===== config.mk =====
export PLATFORM = sky130hd
export DESIGN_NAME = ps2_key_decoder
export DESIGN_NICKNAME = d
export VERILOG_FILES = /design/src/rtl/ps2_key_decoder.sv
export SDC_FILE = /design/constraint.sdc
export NUM_CORES = 1
export LEC_CHECK = 0
export ABC_AREA = 1
export BUFFER_PORTS_ARGS = -buffer_cell sky130_fd_sc_hd__buf_2
export CAP_MARGIN = 5
export CORE_MARGIN = 2
export CORE_UTILIZATION = 54
export CTS_BUF_LIST = sky130_fd_sc_hd__clkbuf_16
export CTS_CLUSTER_SIZE = 12
export DETAILED_ROUTE_END_ITERATION = 10
export PLACE_DENSITY = 0.82
export SLEW_MARGIN = 20
export SYNTH_ARGS = -nofsm -noshare
export SYNTH_HDL_FRONTEND = slang
export SYNTH_SLANG_ARGS = --single-unit

===== constraint.sdc =====
create_clock -name clk -period 4.2 [get_ports clk]
set_clock_uncertainty 0.05 [all_clocks]
set_input_delay 0.63 -clock clk [delete_from_list [all_inputs] [get_ports clk]]
set_output_delay 0.63 -clock clk [all_outputs]
set_load 0.005 [all_outputs]

===== src/rtl/ps2_key_decoder.sv =====
// ps2_key_decoder: decodes PS/2 make/break scancodes (incl. E0 extended) into a held game key code
module ps2_key_decoder #(
  parameter int SYNC_STAGES    = 2,
  parameter int TIMEOUT_CYCLES = 20000
) (
  input  logic       clk,
  input  logic       rst,
  input  logic       PS2_clk,
  input  logic       PS2_data,
  output logic [2:0] key,
  output logic       key_event,
  output logic       frame_err
);
  localparam int TW = $clog2(TIMEOUT_CYCLES + 1);
  typedef enum logic [1:0] {IDLE, SHIFT, CHECK} state_t;
  state_t state, next_state;
  logic [SYNC_STAGES-1:0] clk_sync, data_sync;
  logic sync_clk, sync_data, clk_prev, fall;
  logic [3:0] bitcnt;
  logic [9:0] sr;
  logic [TW-1:0] tcnt;
  logic ext, brk, err_c, valid_c, abort, ok, pfx;
  logic [7:0] b;
  logic [2:0] code, new_key;
  assign sync_clk  = clk_sync[SYNC_STAGES-1];
  assign sync_data = data_sync[SYNC_STAGES-1];
  assign fall      = clk_prev & ~sync_clk;
  assign ok        = sr[9] & (^sr[8:0]);
  assign b         = sr[7:0];
  assign pfx       = (b == 8'hE0) || (b == 8'hF0);
  // Bring the asynchronous PS/2 lines into the clk domain; idle bus is high
  always_ff @(posedge clk or posedge rst)
    if (rst) begin
      clk_sync  <= '1;
      data_sync <= '1;
      clk_prev  <= 1'b1;
    end else begin
      clk_sync  <= {clk_sync[SYNC_STAGES-2:0], PS2_clk};
      data_sync <= {data_sync[SYNC_STAGES-2:0], PS2_data};
      clk_prev  <= sync_clk;
    end
  // Frame FSM state register
  always_ff @(posedge clk or posedge rst)
    if (rst) state <= IDLE;
    else     state <= next_state;
  // Frame FSM transitions plus error / byte-valid strobes
  always_comb begin
    next_state = state;
    err_c      = 1'b0;
    valid_c    = 1'b0;
    abort      = 1'b0;
    case (state)
      IDLE:
        if (fall) begin
          next_state = sync_data ? IDLE : SHIFT;
          err_c      = sync_data;
        end
      SHIFT:
        if (fall) next_state = (bitcnt == 4'd9) ? CHECK : SHIFT;
        else if (tcnt == TW'(TIMEOUT_CYCLES - 1)) begin
          next_state = IDLE;
          err_c      = 1'b1;
          abort      = 1'b1;
        end
      CHECK: begin
        next_state = IDLE;
        valid_c    = ok;
        err_c      = ~ok;
        abort      = ~ok;
      end
      default: next_state = IDLE;
    endcase
  end
  // Bit shifter (LSB first, ends with parity at [8] and stop at [9]), bit and timeout counters
  always_ff @(posedge clk or posedge rst)
    if (rst) begin
      bitcnt <= '0;
      sr     <= '0;
      tcnt   <= '0;
    end else begin
      bitcnt <= (state == IDLE) ? 4'd0 : (state == SHIFT && fall) ? bitcnt + 4'd1 : bitcnt;
      sr     <= (state == SHIFT && fall) ? {sync_data, sr[9:1]} : sr;
      tcnt   <= (state == SHIFT && !fall) ? tcnt + 1'b1 : '0;
    end
  // Scancode lookup and the key value a non-prefix byte would produce
  always_comb begin
    code    = ext ? (b == 8'h75 ? 3'd3 : b == 8'h6B ? 3'd5 : b == 8'h74 ? 3'd6 : b == 8'h72 ? 3'd7 : 3'd0)
                  : (b == 8'h2D ? 3'd1 : b == 8'h29 ? 3'd2 : b == 8'h1A ? 3'd4 : 3'd0);
    new_key = (code == 3'd0) ? key : !brk ? code : (code == key) ? 3'd0 : key;
  end
  // Prefix flags, held key and the one-cycle event/error pulses
  always_ff @(posedge clk or posedge rst)
    if (rst) begin
      ext       <= 1'b0;
      brk       <= 1'b0;
      key       <= 3'd0;
      key_event <= 1'b0;
      frame_err <= 1'b0;
    end else begin
      frame_err <= err_c;
      key_event <= valid_c && !pfx && (new_key != key);
      if (abort) begin
        ext <= 1'b0;
        brk <= 1'b0;
      end else if (valid_c) begin
        if (b == 8'hE0) ext <= 1'b1;
        else if (b == 8'hF0) brk <= 1'b1;
        else begin
          ext <= 1'b0;
          brk <= 1'b0;
          key <= new_key;
        end
      end
    end
endmodule


==> results of run 1 <==
cell families after synthesis:
| group | count (synthesis) | synth area share, % |
|---|---|---|
| XOR/XNOR | 4 | 1.38 |
| flip-flops | 43 | 42.7 |
| AO/OA/AOI/OAI | 45 | 9.68 |
| AND/OR/NAND/NOR | 144 | 27.5 |
| adder cells (fa/ha/maj) | 21 | 10.4 |
| buffers and inverters | 56 | 8.35 |
area by class of cell:
cell class / count / area share [%]
clock buffer: 5 / 4.49
clock inverter: 3 / 0.584
inverter: 54 / 7.28
multi-input combinational: 214 / 44.5
sequential: 43 / 38.9
tap: 52 / 2.34
timing repair buffer: 10 / 1.98
synthesized netlist by cell type, drive strengths merged:
library cell,number,area share (%)
nand2,78,13
inv,53,7.9
dfrtp,38,38
nor2,29,5.0
o21ai,24,4.7
ha,21,10
nand3,16,3.6
a21oi,11,2.2
nor3,9,2.4
nand4,8,2.2
dfstp,5,5.2
o21a,4,1.2
a31oi,3,0.74
xor2,3,1.0
nor3b,2,0.79
a22oi,1,0.30
buf,1,0.20
clkbuf,1,0.15
clkinv,1,0.15
nand3b,1,0.30
nor4,1,0.25
o21bai,1,0.30
o22ai,1,0.25
xnor2,1,0.35
report_power, final:
group          switching, mW  internal (mW)  total [mW]
sequential            0.0441          0.459       0.503
clock                  0.153          0.217       0.369
combinational          0.180         0.0952       0.275
worst max path at each step:
| stage | endpoint | slack (ns) | cells past startpoint |
|---|---|---|---|
| 2_1_floorplan | key[1] | 2.34 | 14 |
| 3_3_place_gp | tcnt[14] | 2.21 | 7 |
| 3_5_place_dp | ext | 2.17 | 13 |
| 4_1_cts | ext | 2.15 | 13 |
| 5_1_grt | key_event | 1.91 | 17 |
| 6_report | ext | 2.15 | 13 |
per-stage QoR:
stage / hold WS (ns) / power [mW] / cell area [um2] / setup WS, ns / instances
after floorplan: 0.295 / 0.713 / 2530 / 2.34 / 313
after global placement: 0.296 / 0.771 / 2640 / 2.21 / 373
after detailed placement: 0.298 / 0.783 / 2640 / 2.17 / 373
after CTS: 0.307 / 1.16 / 2790 / 2.15 / 381
after global routing: 0.312 / 1.22 / 2790 / 1.91 / 381
final: 0.306 / 1.15 / 2790 / 2.15 / 381
per-layer routing:
| metal | share of wire (%) | GRT usage (%) | routed length [um] |
|---|---|---|---|
| met5 | 0 | 0 | 0 |
| met4 | 0.92 | 7.61 | 42 |
| met3 | 2.8 | 4.17 | 129 |
| met2 | 50 | 36.6 | 2260 |
| met1 | 47 | 25.8 | 2120 |
worst reg2reg max path, cell delays in order, from the launching register on:
cell and delay, ns:
dfrtp_1 0.40, inv_1 0.08, ha_1 0.31, xor2_1 0.16, xor2_1 0.19, nand2_1 0.10, nand3_1 0.09, nand2_1 0.06
nand2_2 0.08, nand2_4 0.07, nand3b_1 0.12, nand2_1 0.09, nand2_1 0.07, o21ai_1 0.06
state kept, by name, summed over array words and instances, names as in the netlist:
signal / cells
key: 3
ext: 1
state: 2
brk: 1
clk_prev: 1
data_sync: 2
key_event: 1
tcnt: 15
bitcnt: 4
sr: 10
frame_err: 1
clk_sync: 2
layout by cell type, fill, tap and decap left out, types with 2 or more instances in the layout:
cell type | netlist | layout
inv_1 | 51 | 51
nand3_1 | 14 | 14
nand2_4 | 2 | 2
a21oi_1 | 11 | 11
inv_2 | 2 | 2
nor2_1 | 26 | 26
buf_4 | 0 | 2
nand2_1 | 68 | 68
nand2_2 | 8 | 8
o21a_1 | 4 | 4
o21ai_0 | 20 | 20
o21ai_1 | 4 | 4
nand3_2 | 2 | 2
dfstp_2 | 5 | 5
buf_2 | 1 | 8
clkbuf_16 | 0 | 5
ha_1 | 21 | 21
dfrtp_1 | 38 | 38
xor2_1 | 3 | 3
clkinv_1 | 1 | 2
nor2_4 | 2 | 2
a31oi_1 | 3 | 3
nand4_1 | 7 | 7
nor3_1 | 7 | 7
==> flow_metrics.env, run 1 <==
export IMPL_outcome="finished, final reports clean"
export IMPL_fmax_mhz=487
export IMPL_cts_buffer_depth=2
export IMPL_clock_latency_ns=0.29
export IMPL_first_global_vias=1974
export IMPL_hold_path_startpoint="clk_sync[0]"
export IMPL_end_kind="flop"
export IMPL_cts_num_sinks=43
export IMPL_grt_antenna_before_repair=0
export IMPL_routed_via_density=5.19
export IMPL_route_detailed_wl_per_inst_um=12.0
export IMPL_hold_viol=0
export IMPL_clkTransAtPathRegs_ns=0.07
export IMPL_cts_tree="done"
export IMPL_ir_drop_uv=249
export IMPL_fin_crit_sh_pct=48.8
export IMPL_hold_buffers=0
export IMPL_initial_utilization_pct=57.0
export IMPL_numCtsBuffers=5
export IMPL_fillers=363
export IMPL_slowest_delay_ns=0.40
export IMPL_r2r_cells=13
export IMPL_critPathLaunchType="flop"
export IMPL_core_area_um2=4440
export IMPL_power_leakage_nw=1.39
export IMPL_grt_pass1_wl_mm=8.61
export IMPL_regToRegEndpoint="ext"
export IMPL_overflow=0
export IMPL_yosysWarnings=0
export IMPL_critPathTopFamily="simple AND/OR/NAND/NOR gates"
export IMPL_worstPathCellList="inv_1, ha_1, xor2_1, xor2_1, nand2_1, nand3_1, nand2_1, nand2_2, nand2_4, nand3b_1, nand2_1, nand2_1, o21ai_1"
export IMPL_syn_num_nets=338
export IMPL_crit_required_ns=4.33
export IMPL_setup_violations=0
export IMPL_ios=9
export IMPL_row_count=24
export IMPL_worst_path_most_repeated_cell="nand2_1"
export IMPL_wl_mm=4.55
export IMPL_cts_repair_resized=0
export IMPL_synth_cells=313
export IMPL_crit_slowest_cell="dfrtp_1"
export IMPL_place_hpwl_mm=3.37
export IMPL_cts_setup_buffers=0
export IMPL_arrival_ns=2.18
export IMPL_hold_depth=0
export IMPL_drc=0
export IMPL_dieArea_um2=5250
export IMPL_seq_area_um2=1080
export IMPL_fp_dieW_um=72.5
export IMPL_syn2layout_area_growth_pct=9.98
export IMPL_yosysUniqueCellTypes=35
export IMPL_yosysSeqAreaShare_pct=42.7
export IMPL_grtUsageTotal_pct=21.0
export IMPL_worst_slew_pin_slew_ns=0.523
export IMPL_ys_ff_latch=43
export IMPL_firstDrtPassIters=4
export IMPL_critPathMaxFanout=5
export IMPL_syn_avg_cell_area_um2=8.09
export IMPL_io_buffer_count=8
export IMPL_hold_path_class="reg -> reg"
export IMPL_syn_area_um2=2530
export IMPL_grt_max_degree=44
export IMPL_tns_ns=0
export IMPL_path_buf_inv=1
export IMPL_crit_type="reg -> reg"
export IMPL_slew_headroom_pct=65.1
export IMPL_htree_num_levels=2
export IMPL_hold_end="clk_sync[1]"
export IMPL_fin_util_pct=62.7
export IMPL_drtIter0Drc=117
export IMPL_die_y_um=72.5
export IMPL_r2r_start="sr[4]"
export IMPL_drive_gt1_share_pct=13.1
export IMPL_rsz0062_at_grt="no"
export IMPL_min_period_ns=2.05
export IMPL_root_buffer="clkbuf_16"
export IMPL_drtAntennaViolNets=0
export IMPL_crit_start="sr[4]"
export IMPL_maxCapViolCount=0
export IMPL_r2r_slack_ns=2.15
export IMPL_power_density_nw_per_um2=412
export IMPL_route_vias_total=1977
export IMPL_drv_slew=0
export IMPL_place_gp_congestion=0.920
export IMPL_num_antenna_cells=0
export IMPL_final_nets=353
export IMPL_multi_input_area_um2=1240
No activity file was read; power rests on OpenSTA's default activity.
==> inputs of run 2 (changes only) <==
==> constraint.sdc (replaced) <==
create_clock -name clk -period 1.9 [get_ports clk]
set_clock_uncertainty 0.05 [all_clocks]
set_input_delay 0.285 -clock clk [delete_from_list [all_inputs] [get_ports clk]]
set_output_delay 0.285 -clock clk [all_outputs]
set_load 0.005 [all_outputs]
==> run 2 against run 1 <==
  * The run now ends with setup timing left
  * Worst setup slack got worse by 2.4 ns
  * Critical path depth increased by 1
  * Via count increased by 10%
  * Combinational power increased to 3.5 times the previous value
  * Register-to-register slack got worse by 2.4 ns
  * Cell count increased by 8.7%
  * Utilization increased by 9.0 points
==> flow_metrics.env, run 2 (synthesis gave the netlist of run 1 again) <==
export IMPL_use_met2_pct=42.0
export IMPL_place_gp_congestion=0.921
export IMPL_fin_hold_ws_ns=0.0536
export IMPL_drtIter0Drc=106
export IMPL_cts_num_sinks=43
export IMPL_path_buf_inv=1
export IMPL_clock_latency_ns=0.28
export IMPL_arrival_ns=2.25
export IMPL_io_buffer_count=8
export IMPL_drv_slew=0
export IMPL_crit_type="reg -> reg"
export IMPL_grt_max_degree=20
export IMPL_busiest_layer="met2"
export IMPL_met1_usage_pct=26.3
export IMPL_worst_path_most_repeated_cell="nand2_2"
export IMPL_cts_buffer_depth=2
export IMPL_switchingPower_mw=0.940
export IMPL_dieArea_um2=5250
export IMPL_power_leakage_nw=1.56
export IMPL_most_common_layout_cells="63 x nand2_1, 45 x inv_1, 35 x dfrtp_1"
export IMPL_crit_required_ns=2.02
export IMPL_core_area_um2=4440
export IMPL_syn2layout_area_growth_pct=25.8
export IMPL_critPathTopFamily="simple AND/OR/NAND/NOR gates"
export IMPL_seqPwrFrac_pct=38.7
export IMPL_route_detailed_wl_per_inst_um=13.4
export IMPL_num_antenna_cells=0
export IMPL_grt_pass1_wl_mm=9.40
export IMPL_switching_share_pct=32.6
export IMPL_final_nets=386
export IMPL_setup_ws_ns=-0.229
export IMPL_ir_drop_uv=681
export IMPL_pre_cts_ws_ns=-0.165
export IMPL_grtUsageTotal_pct=23.2
export IMPL_critPathMaxFanout=4
export IMPL_routed_via_density=5.26
export IMPL_setup_violations=7
export IMPL_slew_headroom_pct=68.7
export IMPL_slowest_delay_ns=0.42
export IMPL_initial_utilization_pct=57.0
export IMPL_drc=0
export IMPL_dp_cells=395
export IMPL_hold_path_class="in -> reg"
export IMPL_p_clk_share_pct=27.7
export IMPL_firstDrtPassIters=4
export IMPL_outcome="finished, violations left"
export IMPL_clkTransAtPathRegs_ns=0.06
export IMPL_crit_slowest_cell="dfrtp_1"
export IMPL_min_period_ns=2.13
export IMPL_maxCapViolCount=0
export IMPL_ios=9
export IMPL_fin_util_pct=71.7
export IMPL_wl_mm=5.54
export IMPL_hold_viol=0
export IMPL_grt_antenna_before_repair=0
export IMPL_root_buffer="clkbuf_16"
export IMPL_worst_slew_pin_slew_ns=0.466
export IMPL_rsz0062_at_grt="yes"
export IMPL_die_y_um=72.5
export IMPL_critPathLaunchType="flop"
export IMPL_r2r_slack_ns=-0.23
export IMPL_fmax_mhz=470
export IMPL_overflow=0
export IMPL_p_comb_share_pct=33.6
export IMPL_power_density_nw_per_um2=904
export IMPL_use_met3_pct=4.44
export IMPL_fillers=335
export IMPL_fin_crit_sh_pct=112
export IMPL_numCtsBuffers=5
export IMPL_final_cells=414
export IMPL_p_int_mw=1.94
export IMPL_largest_reg_flops=15
export IMPL_drive_gt1_share_pct=29.6
export IMPL_regMostFlops="tcnt"
export IMPL_tns_ns=-0.902
export IMPL_drtAntennaViolNets=0
export IMPL_first_global_vias=2169
export IMPL_violations="setup timing"
export IMPL_route_vias_total=2177
export IMPL_end_kind="flop"
export IMPL_cts_tree="done"
export IMPL_place_hpwl_mm=3.67
export IMPL_final_common_cell="nand2_1"
export IMPL_row_count=24
export IMPL_fp_dieW_um=72.5
export IMPL_top_regs="tcnt: 15 flops, sr: 10 flops, bitcnt: 4 flops"
export IMPL_worstPathCellList="ha_1, nand2_2, nor2_2, nor2_1, nand3_1, nand2_2, nand2_1, nand2_1, nand3_1, nand2_2, nand3_2, buf_4, nor2_2, a21oi_1"
export IMPL_htree_num_levels=2
==> run 2: timing repair <==
| item | in CTS | in global routing |
|---|---|---|
| endpoints found under the hold margin | 12 | 0 |
| endpoints found under the setup margin | 7 | 11 |
| setup buffers | 7 | 3 |
| gates resized for setup | 32 | 12 |
| pin swaps | 10 | 7 |
| hold buffers | 1 | 0 |
==> run 2: final timing paths <==
check,startpoint,end,cells past startpoint
max reg2reg,sr[4],key[0],14
min reg2reg,data_sync[0],data_sync[1],0
min,PS2_data,data_sync[0],1
min in group asynchronous,rst,tcnt[5],3
max,sr[4],key[0],14
max in group asynchronous,rst,sr[2],4
==> run 2: layout make-up <==
type	count	area, um2	area share (%)
multi-input combinational	214	1380	43.3
sequential	43	1090	34.1
timing repair buffer	43	309	9.70
inverter	54	208	6.52
clock buffer	5	125	3.93
tap	52	65.1	2.04
clock inverter	3	15.0	0.471
==> run 2: metrics by stage <==
stage	power [mW]	area [um2]
floorplan	1.58	2530
global placement	1.79	2810
detailed placement	1.82	2810
CTS	2.85	3130
global route	3.06	3190
finish	2.88	3190
==> run 2: power groups by stage <==
| stage | clock, mW | sequential (mW) | combinational (mW) |
|---|---|---|---|
| finish | 0.798 | 1.12 | 0.968 |
| global route | 0.852 | 1.13 | 1.07 |
| floorplan | 0 | 1.10 | 0.475 |
| global placement | 0 | 1.11 | 0.684 |
| CTS | 0.815 | 1.11 | 0.920 |
| detailed placement | 0 | 1.12 | 0.707 |
==> run 2: per-layer routing <==
layer | up-vias | routed length [um]
met1 | 1021 | 2220
met3 | 16 | 148
li1 | 1092 | -
met5 | - | 0
met4 | 0 | 197
met2 | 48 | 2980
==> inputs of run 3 (changes only) <==
--- a/config.mk
+++ b/config.mk
@@ -8,6 +8,7 @@
 export ABC_AREA = 1
 export BUFFER_PORTS_ARGS = -buffer_cell sky130_fd_sc_hd__buf_2
 export CAP_MARGIN = 5
+export CORE_ASPECT_RATIO = 0.8
 export CORE_MARGIN = 2
 export CORE_UTILIZATION = 54
 export CTS_BUF_LIST = sky130_fd_sc_hd__clkbuf_16
==> run 3 against run 2 <==
  * The flow still finishes with violations (setup timing)
  * Critical path depth down 1
  * Total power up 19%
  * Utilization is 3.8 points higher
  * Clock-buffer cell count stayed put
  * Register-to-register slack better by 0.04 ns
  * Sequential share of layout area fell by 2.3 points
  * Fmax grew 1.8%
  * Worst setup slack improved by 0.038 ns
  * Critical path type unchanged
  * Critical endpoint is now sr[6]
  * Largest cell class unchanged
==> flow_metrics.env, run 3 (synthesis gave the netlist of run 1 again) <==
export IMPL_drive_gt1_share_pct=38.6
export IMPL_min_period_ns=2.09
export IMPL_drtIter0Drc=125
export IMPL_p_comb_share_pct=37.4
export IMPL_die_y_um=65.3
export IMPL_outcome="finished, violations left"
export IMPL_power_leakage_nw=1.68
export IMPL_hold_viol=0
export IMPL_initial_utilization_pct=55.8
export IMPL_first_global_vias=2250
export IMPL_worst_slew_pin_slew_ns=0.546
export IMPL_firstDrtPassIters=5
export IMPL_grt_antenna_before_repair=0
export IMPL_cts_num_sinks=43
export IMPL_fin_util_pct=75.5
export IMPL_fin_crit_sh_pct=110
export IMPL_worstPathCellList="inv_2, buf_4, buf_4, buf_4, buf_4, buf_4, buf_4, buf_4, buf_4, buf_4, buf_4, buf_4, o21ai_2"
export IMPL_grtUsageTotal_pct=23.4
export IMPL_io_buffer_count=8
export IMPL_critPathLaunchType="flop"
export IMPL_slew_headroom_pct=63.6
export IMPL_largest_reg_flops=15
export IMPL_crit_slowest_cell="dfrtp_2"
export IMPL_drc=0
export IMPL_wl_mm=6.56
export IMPL_critPathMaxFanout=4
export IMPL_use_met3_pct=4.95
export IMPL_route_detailed_wl_per_inst_um=15.2
export IMPL_fillers=311
export IMPL_clkTransAtPathRegs_ns=0.07
export IMPL_final_nets=397
export IMPL_syn2layout_area_growth_pct=35.4
export IMPL_drv_slew=0
export IMPL_dieArea_um2=5260
export IMPL_hold_buffers=0
export IMPL_hold_path_class="in -> reg"
export IMPL_overflow=0
export IMPL_ir_drop_uv=826
export IMPL_root_buffer="clkbuf_16"
export IMPL_worst_path_most_repeated_cell="buf_4"
export IMPL_power_density_nw_per_um2=1000
export IMPL_use_met2_pct=40.6
export IMPL_arrival_ns=2.26
export IMPL_place_hpwl_mm=3.61
export IMPL_htree_num_levels=2
export IMPL_switchingPower_mw=1.14
export IMPL_fmax_mhz=478
export IMPL_critPathTopFamily="buffers and inverters"
export IMPL_p_clk_share_pct=29.4
export IMPL_numCtsBuffers=5
export IMPL_crit_type="reg -> reg"
export IMPL_cts_tree="done"
export IMPL_route_vias_total=2378
export IMPL_place_gp_congestion=0.902
export IMPL_seqPwrFrac_pct=33.1
export IMPL_drtAntennaViolNets=0
export IMPL_fin_hold_ws_ns=0.0397
export IMPL_violations="setup timing"
export IMPL_rsz0062_at_grt="yes"
export IMPL_ios=9
export IMPL_top_regs="tcnt: 15 flops, sr: 10 flops, bitcnt: 4 flops"
export IMPL_crit_required_ns=2.07
export IMPL_slowest_delay_ns=0.43
export IMPL_grt_pass1_wl_mm=9.45
export IMPL_setup_violations=8
export IMPL_fp_dieW_um=80.6
export IMPL_p_int_mw=2.30
export IMPL_path_buf_inv=12
export IMPL_final_common_cell="nand2_1"
export IMPL_switching_share_pct=33.2
export IMPL_regMostFlops="tcnt"
export IMPL_setup_ws_ns=-0.191
export IMPL_routed_via_density=5.49
export IMPL_row_count=22
export IMPL_grt_max_degree=44
export IMPL_busiest_layer="met2"
export IMPL_core_area_um2=4540
export IMPL_end_kind="flop"
export IMPL_met1_usage_pct=28.8
export IMPL_num_antenna_cells=0
export IMPL_cts_buffer_depth=2
export IMPL_maxCapViolCount=0
export IMPL_most_common_layout_cells="55 x nand2_1, 46 x buf_4, 43 x inv_1"
export IMPL_clock_latency_ns=0.29
## run 3: cell count changes in the layout (fill, tap and decap cells not counted), sizes merged
cell         change
buf             +12
clkinvlp         -1
bufinv           +1
dlygate4sd3      -1
## run 3: metal layers
layer | part of all wire (%) | vias to the layer above | wire, um
met3 | 4.3 | 19 | 283
met2 | 52 | 75 | 3420
met5 | 0 | - | 0
li1 | - | 1115 | -
met4 | 2.8 | 0 | 184
met1 | 41 | 1169 | 2670
## run 3: final cells by class
class / count / area [um2] / share of cell area [%]
Multi-Input combinational cell: 214 / 1500 / 43.6
Sequential cell: 43 / 1090 / 31.7
Timing Repair Buffer: 54 / 385 / 11.2
Inverter: 54 / 213 / 6.20
Clock buffer: 5 / 125 / 3.65
Tap cell: 60 / 75.1 / 2.19
Clock inverter: 3 / 47.5 / 1.39
## run 3: worst reg2reg max path, delay by kind of cell (launching register included)
| kind | cells | cell delay, ns |
|---|---|---|
| AO/OA/AOI/OAI | 1 | 0.10 |
| flip-flops | 1 | 0.43 |
| buffers and inverters | 12 | 1.43 |
## run 3: metrics by stage
| stage | area, um2 | TNS (ns) | instances | setup slack [ns] | power, mW |
|---|---|---|---|---|---|
| floorplan | 2530 | 0 | 313 | 0.0422 | 1.58 |
| global placement | 2790 | -0.272 | 399 | -0.0820 | 1.79 |
| detailed placement | 2790 | -0.753 | 399 | -0.139 | 1.82 |
| CTS | 3120 | -0.756 | 421 | -0.124 | 3.13 |
| global route | 3430 | -2.10 | 433 | -0.309 | 3.59 |
| finish | 3430 | -1.13 | 433 | -0.191 | 3.44 |
## run 3: path summary, 6_finish.rpt
check / from / to / slack [ns] / cells past startpoint
worst min register to register: data_sync[0] / data_sync[1] / 0.31 / 0
worst max register to register: sr[6] / sr[6] / -0.19 / 13
worst min-delay path: PS2_data / data_sync[0] / 0.04 / 1
max in group asynchronous: rst / sr[5] / 1.32 / 3
worst max-delay path: sr[6] / sr[6] / -0.19 / 13
min in group asynchronous: rst / tcnt[10] / 0.08 / 3
## run 3: power groups by stage
stage                     Combinational (mW)  Clock (mW)  Sequential [mW]
after floorplan                        0.475           0             1.10
after global placement                 0.680           0             1.11
after detailed placement               0.703           0             1.12
after CTS                               1.02        1.01             1.11
after global routing                    1.39        1.05             1.15
final                                   1.29        1.01             1.14
## run 3: what timing repair did
action,4_1_cts,5_1_grt
buffers inserted,14,12
endpoints found under the hold margin,0,0
pin swaps,6,26
endpoints found under the setup margin,8,16
gates resized for setup,17,57
